$ cat src/rtl/sdram_host_arbiter.sv
// sdram_host_arbiter
// Two-port round-robin front end for a single SDRAM controller host port.
// One request is latched at a time; the enable/busy/rd_rdy/rd_ack handshake
// is sequenced here and read data is routed back to the owning port.
module sdram_host_arbiter #(
  parameter int HADDR_WIDTH = 24,
  parameter int BUSY_WAIT   = 4
) (
  input  logic                   clk,
  input  logic                   rst_n,
  // requester port 0
  input  logic                   req0_valid,
  input  logic                   req0_we,
  input  logic [HADDR_WIDTH-1:0] req0_addr,
  input  logic [15:0]            req0_wdata,
  output logic                   req0_ack,
  output logic [15:0]            rdata0,
  output logic                   rdata0_valid,
  // requester port 1
  input  logic                   req1_valid,
  input  logic                   req1_we,
  input  logic [HADDR_WIDTH-1:0] req1_addr,
  input  logic [15:0]            req1_wdata,
  output logic                   req1_ack,
  output logic [15:0]            rdata1,
  output logic                   rdata1_valid,
  // controller host port
  output logic [HADDR_WIDTH-1:0] haddr,
  output logic [15:0]            wr_data,
  output logic                   wr_enable,
  output logic                   rd_enable,
  input  logic                   busy,
  input  logic [15:0]            rd_data,
  input  logic                   rd_rdy,
  output logic                   rd_ack
);

  localparam int               CNT_W    = $clog2(BUSY_WAIT) + 1;
  localparam logic [CNT_W-1:0] CNT_LAST = CNT_W'(BUSY_WAIT - 1);
  localparam logic [CNT_W-1:0] CNT_MAX  = {CNT_W{1'b1}};

  typedef enum logic [2:0] {
    IDLE      = 3'd0,
    ISSUE     = 3'd1,
    WAIT_BUSY = 3'd2,
    WAIT_DONE = 3'd3,
    RD_ACK    = 3'd4
  } state_t;

  state_t           state;
  logic             owner;       // port that owns the transaction in flight
  logic             op_we;       // 1 = write in flight, 0 = read in flight
  logic             last_grant;  // port granted most recently
  logic [CNT_W-1:0] busy_cnt;    // cycles spent waiting for busy to rise

  logic             any_req;
  logic             grant_port;

  // Round-robin pick: a lone requester wins, a tie goes to the port not granted last
  always_comb begin
    // NOTE: every combinational output gets a default first so no path leaves it unassigned (no latch).
    any_req    = req0_valid | req1_valid;
    grant_port = 1'b0;
    if (req0_valid && req1_valid) begin
      grant_port = ~last_grant;
    end else if (req1_valid) begin
      grant_port = 1'b1;
    end
  end

  // Arbitration/handshake FSM; every output is a register written only here
  always_ff @(posedge clk) begin
    if (!rst_n) begin
      // NOTE: synchronous reset -- it is sampled on the clock like any other input.
      state        <= IDLE;
      owner        <= 1'b0;
      op_we        <= 1'b0;
      last_grant   <= 1'b1;
      busy_cnt     <= '0;
      haddr        <= '0;
      wr_data      <= '0;
      wr_enable    <= 1'b0;
      rd_enable    <= 1'b0;
      rd_ack       <= 1'b0;
      req0_ack     <= 1'b0;
      req1_ack     <= 1'b0;
      rdata0       <= '0;
      rdata1       <= '0;
      rdata0_valid <= 1'b0;
      rdata1_valid <= 1'b0;
    end else begin
      // NOTE: pulses default low each cycle and are raised only by the transition that needs them,
      // using non-blocking assignments so every register updates from pre-edge values.
      wr_enable    <= 1'b0;
      rd_enable    <= 1'b0;
      rd_ack       <= 1'b0;
      req0_ack     <= 1'b0;
      req1_ack     <= 1'b0;
      rdata0_valid <= 1'b0;
      rdata1_valid <= 1'b0;

      case (state)
        IDLE: begin
          if (rd_rdy) begin
            // Stray read data with nothing outstanding: acknowledge and drop it,
            // and hold off any grant until the controller lowers rd_rdy.
            if (!rd_ack) begin
              rd_ack <= 1'b1;
            end
          end else if (!busy && any_req) begin
            owner      <= grant_port;
            last_grant <= grant_port;
            op_we      <= grant_port ? req1_we : req0_we;
            haddr      <= grant_port ? req1_addr : req0_addr;
            wr_data    <= grant_port ? req1_wdata : req0_wdata;
            wr_enable  <= grant_port ? req1_we : req0_we;
            rd_enable  <= grant_port ? ~req1_we : ~req0_we;
            req0_ack   <= ~grant_port;
            req1_ack   <= grant_port;
            state      <= ISSUE;
          end
        end

        ISSUE: begin
          busy_cnt <= '0;
          state    <= WAIT_BUSY;
        end

        WAIT_BUSY: begin
          // A controller that never raises busy is assumed to have taken the command.
          if (busy || (busy_cnt == CNT_LAST)) begin
            state <= WAIT_DONE;
          end else if (busy_cnt != CNT_MAX) begin
            busy_cnt <= busy_cnt + 1'b1;
          end
        end

        WAIT_DONE: begin
          if (op_we) begin
            if (!busy) begin
              state <= IDLE;
            end
          end else if (rd_rdy) begin
            rd_ack <= 1'b1;
            if (owner) begin
              rdata1       <= rd_data;
              rdata1_valid <= 1'b1;
            end else begin
              rdata0       <= rd_data;
              rdata0_valid <= 1'b1;
            end
            state <= RD_ACK;
          end
        end

        RD_ACK: begin
          state <= IDLE;
        end

        default: begin
          state <= IDLE;
        end
      endcase
    end
  end

endmodule

$ cat config.mk
export PLATFORM = sky130hd
export DESIGN_NAME = sdram_host_arbiter
export DESIGN_NICKNAME = d
export VERILOG_FILES = /design/src/rtl/sdram_host_arbiter.sv
export SDC_FILE = /design/constraint.sdc
export NUM_CORES = 1
export LEC_CHECK = 0
export ABC_AREA = 1
export CAP_MARGIN = 30
export CORE_UTILIZATION = 40
export DETAILED_ROUTE_END_ITERATION = 10
export HOLD_SLACK_MARGIN = 0.08
export PLACE_DENSITY = 0.81
export REMOVE_ABC_BUFFERS = 1
export SETUP_SLACK_MARGIN = 0.05
export SLEW_MARGIN = 15
export SYNTH_ARGS = -nofsm -noshare
export SYNTH_HDL_FRONTEND = slang
export SYNTH_SLANG_ARGS = --single-unit
$ cat constraint.sdc
create_clock -name clk -period 3.5 [get_ports clk]
set_clock_uncertainty 0.15 [all_clocks]
set_input_delay 0.7 -clock clk [delete_from_list [all_inputs] [get_ports clk]]
set_output_delay 0.7 -clock clk [all_outputs]
set_load 0.1 [all_outputs]
==> results.md, run 1 <==
## Logic synthesis
- simple logic cell fraction of the synthesized area: 32.5%
- post-synthesis mux area share: 0%
- sequential element share of the synthesized area: 48.1%
- synthesized-area fraction occupied by ao, oa, aoi and oai cells: 10.6%
- synthesized area divided by synthesized cell count: 7.07 µm²
- synthesized instance count: 518
- Synth warnings: 0
- FF+latch count, synth: 88
- dominant combinational cell family by area after synthesis: simple AND/OR/NAND/NOR gates
- Post-Synth XOR/XNOR Area: 0%
- post-synthesis adder-cell area fraction: 1.03%
- Distinct cells, synth: 23
- synthesized cell area: 3660 µm²

## Power
- total power per unit cell area: 502 nW/µm²
- VDD IR-drop max: 0.314 mV
- power spent charging and discharging nets: 1.09 mW
- clock group share of total power: 26.1%
- total leakage power: 2.76 nW
- Sw Ratio: 39.3%
- relative contribution of combinational cells to total power: 33.4%
- sequential group share of total power: 40.5%
- internal portion of total power: 1.68 mW

## Clock tree
- Clock Root Buffer: sky130_fd_sc_hd__clkbuf_8
- total number of H-tree levels: 3
- post-cts resize count: 0
- TritonCTS clock tree: yes
- total of hold buffers inserted after clock tree synthesis: 0
- CTS max path bufs: 2
- clock-pin slew on the worst setup and hold paths: 90 ps
- later-pin clock latency in the skew report: 350 ps
- post-CTS setup-driven buffer insertion count: 0
- sink count of the clock tree: 88
- number of buffers created by CTS: 9

## Floorplan
- floorplan die area: 9540 µm²
- total number of placement rows: 34
- # IOs: 183
- Core ar.: 8810 µm²
- Initial Util: 41.6%
- horizontal extent of the die: 97.7 µm
- die outline height: 97.7 µm

## Worst setup path
- Crit-path slowest cell: sky130_fd_sc_hd__clkdlybuf4s50_1
- Max Fanout on Critical Path: 1
- CP required: 2650 ps
- CP startpoint: wr_enable
- sort of element at the end of the critical path: output port
- type of the worst setup path: flip-flop to output port
- dominant delay contributor by cell family on the critical path: buffers and inverters
- Crit path buffers/inverters: 1
- worst reg2reg startpoint: state[2]
- element type at the critical path start: flip-flop
- largest incremental delay on the critical path: 1130 ps
- CP cell instances: clkdlybuf4s50_1
- signal arrival time at the worst endpoint: 1800 ps

## Timing
- share of the clock period used by the worst path: 75.8%
- setup repair after global routing missed its margin: false
- final hold violation count: 0
- Setup Total Neg Slack: 0 ps
- Setup violations, final: 0
- max-slew violation total from the final report: 0
- remaining max-slew budget at the tightest pin: 35.5%
- Max Freq: 0.377 GHz
- final worst path period need: 2650 ps
- Slew @ Worst Pin: 964 ps
- Min Hold Slack: 322 ps

## Finish
- number of antenna repair diodes: 0
- area added between synthesis and finish: 50.2%
- number of fillers in the final layout: 771
- fraction of layout cells with a size suffix above 1: 15.5%
- # nets final: 792

## GRT
- vias in the first global route: 3636
- first-pass GRT wire length: 16900 µm
- number of antenna violations at the first check in global routing: 0
- GRT overflow: 0
- maximum number of pins on one net before global-route repair: 78
- global router's overall resource usage: 22.1%

## Placed design
- count of port buffers added during placement: 182
- half-perimeter wire length of the detailed placement result: 7700 µm
- routability cong.: 0.824

## Route
- via count of the routed design: 3857
- number of vias per cell after detailed routing: 4.83
- total detailed-routing wirelength: 10600 µm
- number of nets still failing antenna checks after routing: 0
- per-cell routed wire length: 13.2 µm
- count of TritonRoute iterations in the first routing pass: 7
- post-route DRC violation count: 8
- DR iter-0 viols: 116

## Hold path
- origin of the worst min-delay path: haddr[5]
- type of the tightest min-delay check: flip-flop to flip-flop

## Outcome
- violated checks: DRC
- status: finished with violations

## Flow run
- count of maximum capacitance violations: 0

[layout by cell type, fill, tap and decap left out, drive strengths merged]
cell type	n
nor2	19
nand3	44
bufinv	1
inv	34
clkinv	3
clkbuf	9
ha	3
or2	1
a21oi	38
clkdlybuf4s50	106
o22ai	1
nor3	3
buf	80
o21ai	38
dfxtp	88
nand2	222
[state kept, by name (all words and copies together) (netlist names), 3 cells and up]
register,count
wr_data,16
haddr,24
busy_cnt,3
state,3
rdata0,16
rdata1,16
[per-stage QoR]
step / utilization (%) / cell area, µm² / setup slack [ps] / total power [mW] / instances
6_report: 62.4 / 5500 / 847 / 2.76 / 798
5_1_grt: 62.4 / 5500 / 797 / 2.88 / 798
4_1_cts: 62.4 / 5500 / 823 / 2.78 / 798
3_5_place_dp: 60.2 / 5300 / 815 / 2.06 / 782
3_3_place_gp: 60.2 / 5300 / 902 / 2.05 / 782
2_1_floorplan: - / 3490 / 825 / 1.76 / 488
[synth_stat cells]
library cell | instances | area, µm²
sky130_fd_sc_hd__nand2_1 | 220 | 826
sky130_fd_sc_hd__dfxtp_1 | 88 | 1760
sky130_fd_sc_hd__nand3_1 | 43 | 215
sky130_fd_sc_hd__a21oi_1 | 38 | 190
sky130_fd_sc_hd__inv_1 | 29 | 109
sky130_fd_sc_hd__o21ai_1 | 21 | 105
sky130_fd_sc_hd__o21ai_0 | 17 | 85.1
sky130_fd_sc_hd__nor2_1 | 14 | 52.6
sky130_fd_sc_hd__buf_2 | 10 | 50.1
sky130_fd_sc_hd__clkbuf_1 | 10 | 37.5
sky130_fd_sc_hd__buf_4 | 4 | 30.0
sky130_fd_sc_hd__buf_6 | 4 | 45.0
sky130_fd_sc_hd__ha_1 | 3 | 37.5
sky130_fd_sc_hd__nor2_4 | 3 | 33.8
sky130_fd_sc_hd__nor3_1 | 3 | 15.0
sky130_fd_sc_hd__buf_1 | 2 | 7.51
sky130_fd_sc_hd__inv_2 | 2 | 7.51
sky130_fd_sc_hd__nor2_2 | 2 | 12.5
sky130_fd_sc_hd__nand2_2 | 1 | 6.26
sky130_fd_sc_hd__nand2_4 | 1 | 11.3
sky130_fd_sc_hd__nand3_2 | 1 | 10.0
sky130_fd_sc_hd__o22ai_1 | 1 | 6.26
sky130_fd_sc_hd__or2_2 | 1 | 6.26
[worst min-delay path: stages, from the launching register on]
cell                      delay [ps]
sky130_fd_sc_hd__dfxtp_1         320
sky130_fd_sc_hd__nand3_1          70
sky130_fd_sc_hd__nand2_1          50
[power by group through the flow]
stage	combinational, mW	sequential (mW)	clock [mW]
6_report	0.924	1.12	0.721
5_1_grt	0.979	1.13	0.770
3_5_place_dp	0.925	1.14	0
2_1_floorplan	0.224	1.54	0
3_3_place_gp	0.912	1.14	0
4_1_cts	0.927	1.12	0.733
[final cells by class]
type / instances / area [µm²] / area share [%]
clock inverters: 7 / 77.6 / 1.41
flip-flops and latches: 88 / 1760 / 32.0
clock buffers: 9 / 124 / 2.25
multi-input cells: 369 / 1610 / 29.3
inverters: 31 / 116 / 2.12
well taps: 108 / 135 / 2.46
repair buffers: 186 / 1670 / 30.4
[kinds of logic after synthesis]
kind of cell | after synthesis
AND/OR/NAND/NOR | 289
AO/OA/AOI/OAI | 77
buffers and inverters | 61
adder cells (fa/ha/maj) | 3
flip-flops | 88
[final timing paths]
check,endpoint,slack (ps),cells past startpoint
min,haddr[5],320,2
max,wr_enable,850,1
min reg2reg,haddr[5],320,2
max reg2reg,wr_enable,1590,7
[layer usage]
layer	GRT usage (%)	up-vias	share of wire, %
met5	0	-	0
li1	-	1973	-
met3	4.82	26	4.9
met1	25.4	1744	41
met4	9.56	0	3.0
met2	39.2	114	51
No activity file was read; power rests on OpenSTA's default activity.
==> run 2, diff against run 1 <==
CORE_UTILIZATION = 36   (was 40)
PLACE_DENSITY = 0.77   (was 0.81)
clock period = 2.4 ns   (was 3.5 ns; I/O delays follow)
==> run 2 against run 1 <==
  * The flow now finishes without violations
  * Routed wire length is 0.84% lower
  * Sequential power up 46%
  * Highest routed layer unchanged
  * Power grew 52%
==> results.md, run 2 (same netlist as run 1, synthesis figures left out) <==
## Floorplan
- # IOs: 183
- Initial Util: 37.3%
- Core ar.: 9820 µm²
- horizontal extent of the die: 103 µm
- die outline height: 103 µm
- total number of placement rows: 36
- floorplan die area: 10600 µm²

## Power
- total power per unit cell area: 745 nW/µm²
- sequential group share of total power: 38.8%
- VDD IR-drop max: 0.479 mV
- Sw Ratio: 36.8%
- power spent charging and discharging nets: 1.55 mW
- total leakage power: 2.81 nW
- clock group share of total power: 28.9%
- internal portion of total power: 2.65 mW
- relative contribution of combinational cells to total power: 32.3%

## Clock tree
- clock-pin slew on the worst setup and hold paths: 80 ps
- CTS max path bufs: 2
- post-cts resize count: 0
- post-CTS setup-driven buffer insertion count: 0
- sink count of the clock tree: 88
- total of hold buffers inserted after clock tree synthesis: 0
- Clock Root Buffer: sky130_fd_sc_hd__clkbuf_8
- number of buffers created by CTS: 9
- total number of H-tree levels: 3
- later-pin clock latency in the skew report: 350 ps
- TritonCTS clock tree: yes

## Route
- via count of the routed design: 3848
- post-route DRC violation count: 0
- DR iter-0 viols: 114
- number of vias per cell after detailed routing: 4.65
- number of nets still failing antenna checks after routing: 0
- count of TritonRoute iterations in the first routing pass: 4
- per-cell routed wire length: 12.7 µm
- total detailed-routing wirelength: 10500 µm

## Finish
- number of fillers in the final layout: 941
- final std cells w/o fill: 828
- # nets final: 797
- number of antenna repair diodes: 0
- area of all sequential standard cells: 1760 µm²
- most common cell after layout, fill and taps aside: sky130_fd_sc_hd__nand2_1
- fraction of layout cells with a size suffix above 1: 16.7%
- area added between synthesis and finish: 54.0%
- number of flip-flops in the largest register: 24
- post-route standard cell area excluding fillers: 5640 µm²
- largest register by flop count: haddr
- Final Core Density: 57.4%
- area of the multi-input gates: 1610 µm²
- commonest non-fill, non-tap cells in the layout: sky130_fd_sc_hd__nand2_1 (220), sky130_fd_sc_hd__clkdlybuf4s50_1 (102), sky130_fd_sc_hd__dfxtp_1 (88)

## Worst setup path
- CP required: 2530 ps
- Crit path buffers/inverters: 3
- element type at the critical path start: primary input
- Crit-path slowest cell: sky130_fd_sc_hd__clkdlybuf4s50_1
- type of the worst setup path: primary input to flip-flop
- signal arrival time at the worst endpoint: 1900 ps
- dominant delay contributor by cell family on the critical path: buffers and inverters
- Max Fanout on Critical Path: 32
- largest incremental delay on the critical path: 510 ps
- sort of element at the end of the critical path: flip-flop
- CP cell instances: clkdlybuf4s50_1 -> inv_2 -> nor2_1 -> nand2_4 -> nor2_4 -> buf_12 -> o21ai_0 -> a21oi_1

## Placed design
- routability cong.: 0.793
- dpl cell area: 5390 µm²
- half-perimeter wire length of the detailed placement result: 7800 µm
- pre-CTS setup slack: 264 ps
- post-placement cell count: 812
- count of port buffers added during placement: 182

## Timing
- share of the clock period used by the worst path: 74.1%
- Min Hold Slack: 297 ps
- Slew @ Worst Pin: 411 ps
- final worst path period need: 1780 ps
- remaining max-slew budget at the tightest pin: 72.6%
- setup slack of the critical path after layout: 622 ps
- setup repair after global routing missed its margin: false
- Setup violations, final: 0
- max-slew violation total from the final report: 0
- Max Freq: 0.562 GHz
- final hold violation count: 0

## GRT
- number of antenna violations at the first check in global routing: 0
- maximum number of pins on one net before global-route repair: 42
- vias in the first global route: 3398
- GRT overflow: 0
- global router's overall resource usage: 19.0%
- first-pass GRT wire length: 15600 µm

## Flow run
- count of maximum capacitance violations: 0

## Outcome
- status: complete, no violations

## Hold path
- type of the tightest min-delay check: primary input to flip-flop

[run 2: cell count changes in the layout (fill, tap and decap cells not counted), sizes merged]
| cell | before | now |
|---|---|---|
| buf | 80 | 89 |
| clkinvlp | 0 | 2 |
| inv | 34 | 32 |
| bufinv | 1 | 3 |
| clkdlybuf4s50 | 106 | 102 |
| clkinv | 3 | 1 |
[run 2: final cells by class]
class | count | area share, %
repair buffers | 191 | 30.8
well taps | 133 | 2.95
clock buffers | 9 | 2.20
flip-flops and latches | 88 | 31.3
inverters | 31 | 2.06
clock inverters | 7 | 2.11
multi-input cells | 369 | 28.6
[run 2: path summary, 6_finish.rpt]
| check | from | slack [ps] | to | depth (start not counted) |
|---|---|---|---|---|
| setup / recovery | rd_rdy | 620 | rdata1[12] | 8 |
| setup reg to reg | busy_cnt[0] | 750 | busy_cnt[1] | 7 |
| hold reg to reg | haddr[9] | 320 | haddr[9] | 2 |
| hold / removal | rst_n | 300 | busy_cnt[0] | 3 |
[run 2: layer usage]
metal / share of wire, % / vias to the layer above / track usage, %
met4: 1.9 / 0 / 7.69
li1: - / 1976 / -
met2: 53 / 107 / 33.2
met3: 5.2 / 13 / 4.81
met5: 0 / - / 0
met1: 40 / 1752 / 22.1
[run 2: through the flow]
stage	TNS, ps	total power, mW
after floorplan	-2230	2.57
after global placement	0	3.00
after detailed placement	0	3.02
after CTS	0	4.23
after global routing	0	4.39
final	0	4.20
[run 2: power groups by stage]
stage | Sequential, mW | Combinational (mW) | Clock (mW)
4_1_cts | 1.63 | 1.36 | 1.24
3_3_place_gp | 1.66 | 1.34 | 0
6_report | 1.63 | 1.35 | 1.21
5_1_grt | 1.64 | 1.43 | 1.31
2_1_floorplan | 2.24 | 0.327 | 0
3_5_place_dp | 1.66 | 1.36 | 0
[run 2: worst min-delay path: stages]
cell	delay (ps)
sky130_fd_sc_hd__buf_2	150
sky130_fd_sc_hd__o21ai_0	80
sky130_fd_sc_hd__nor2_1	40
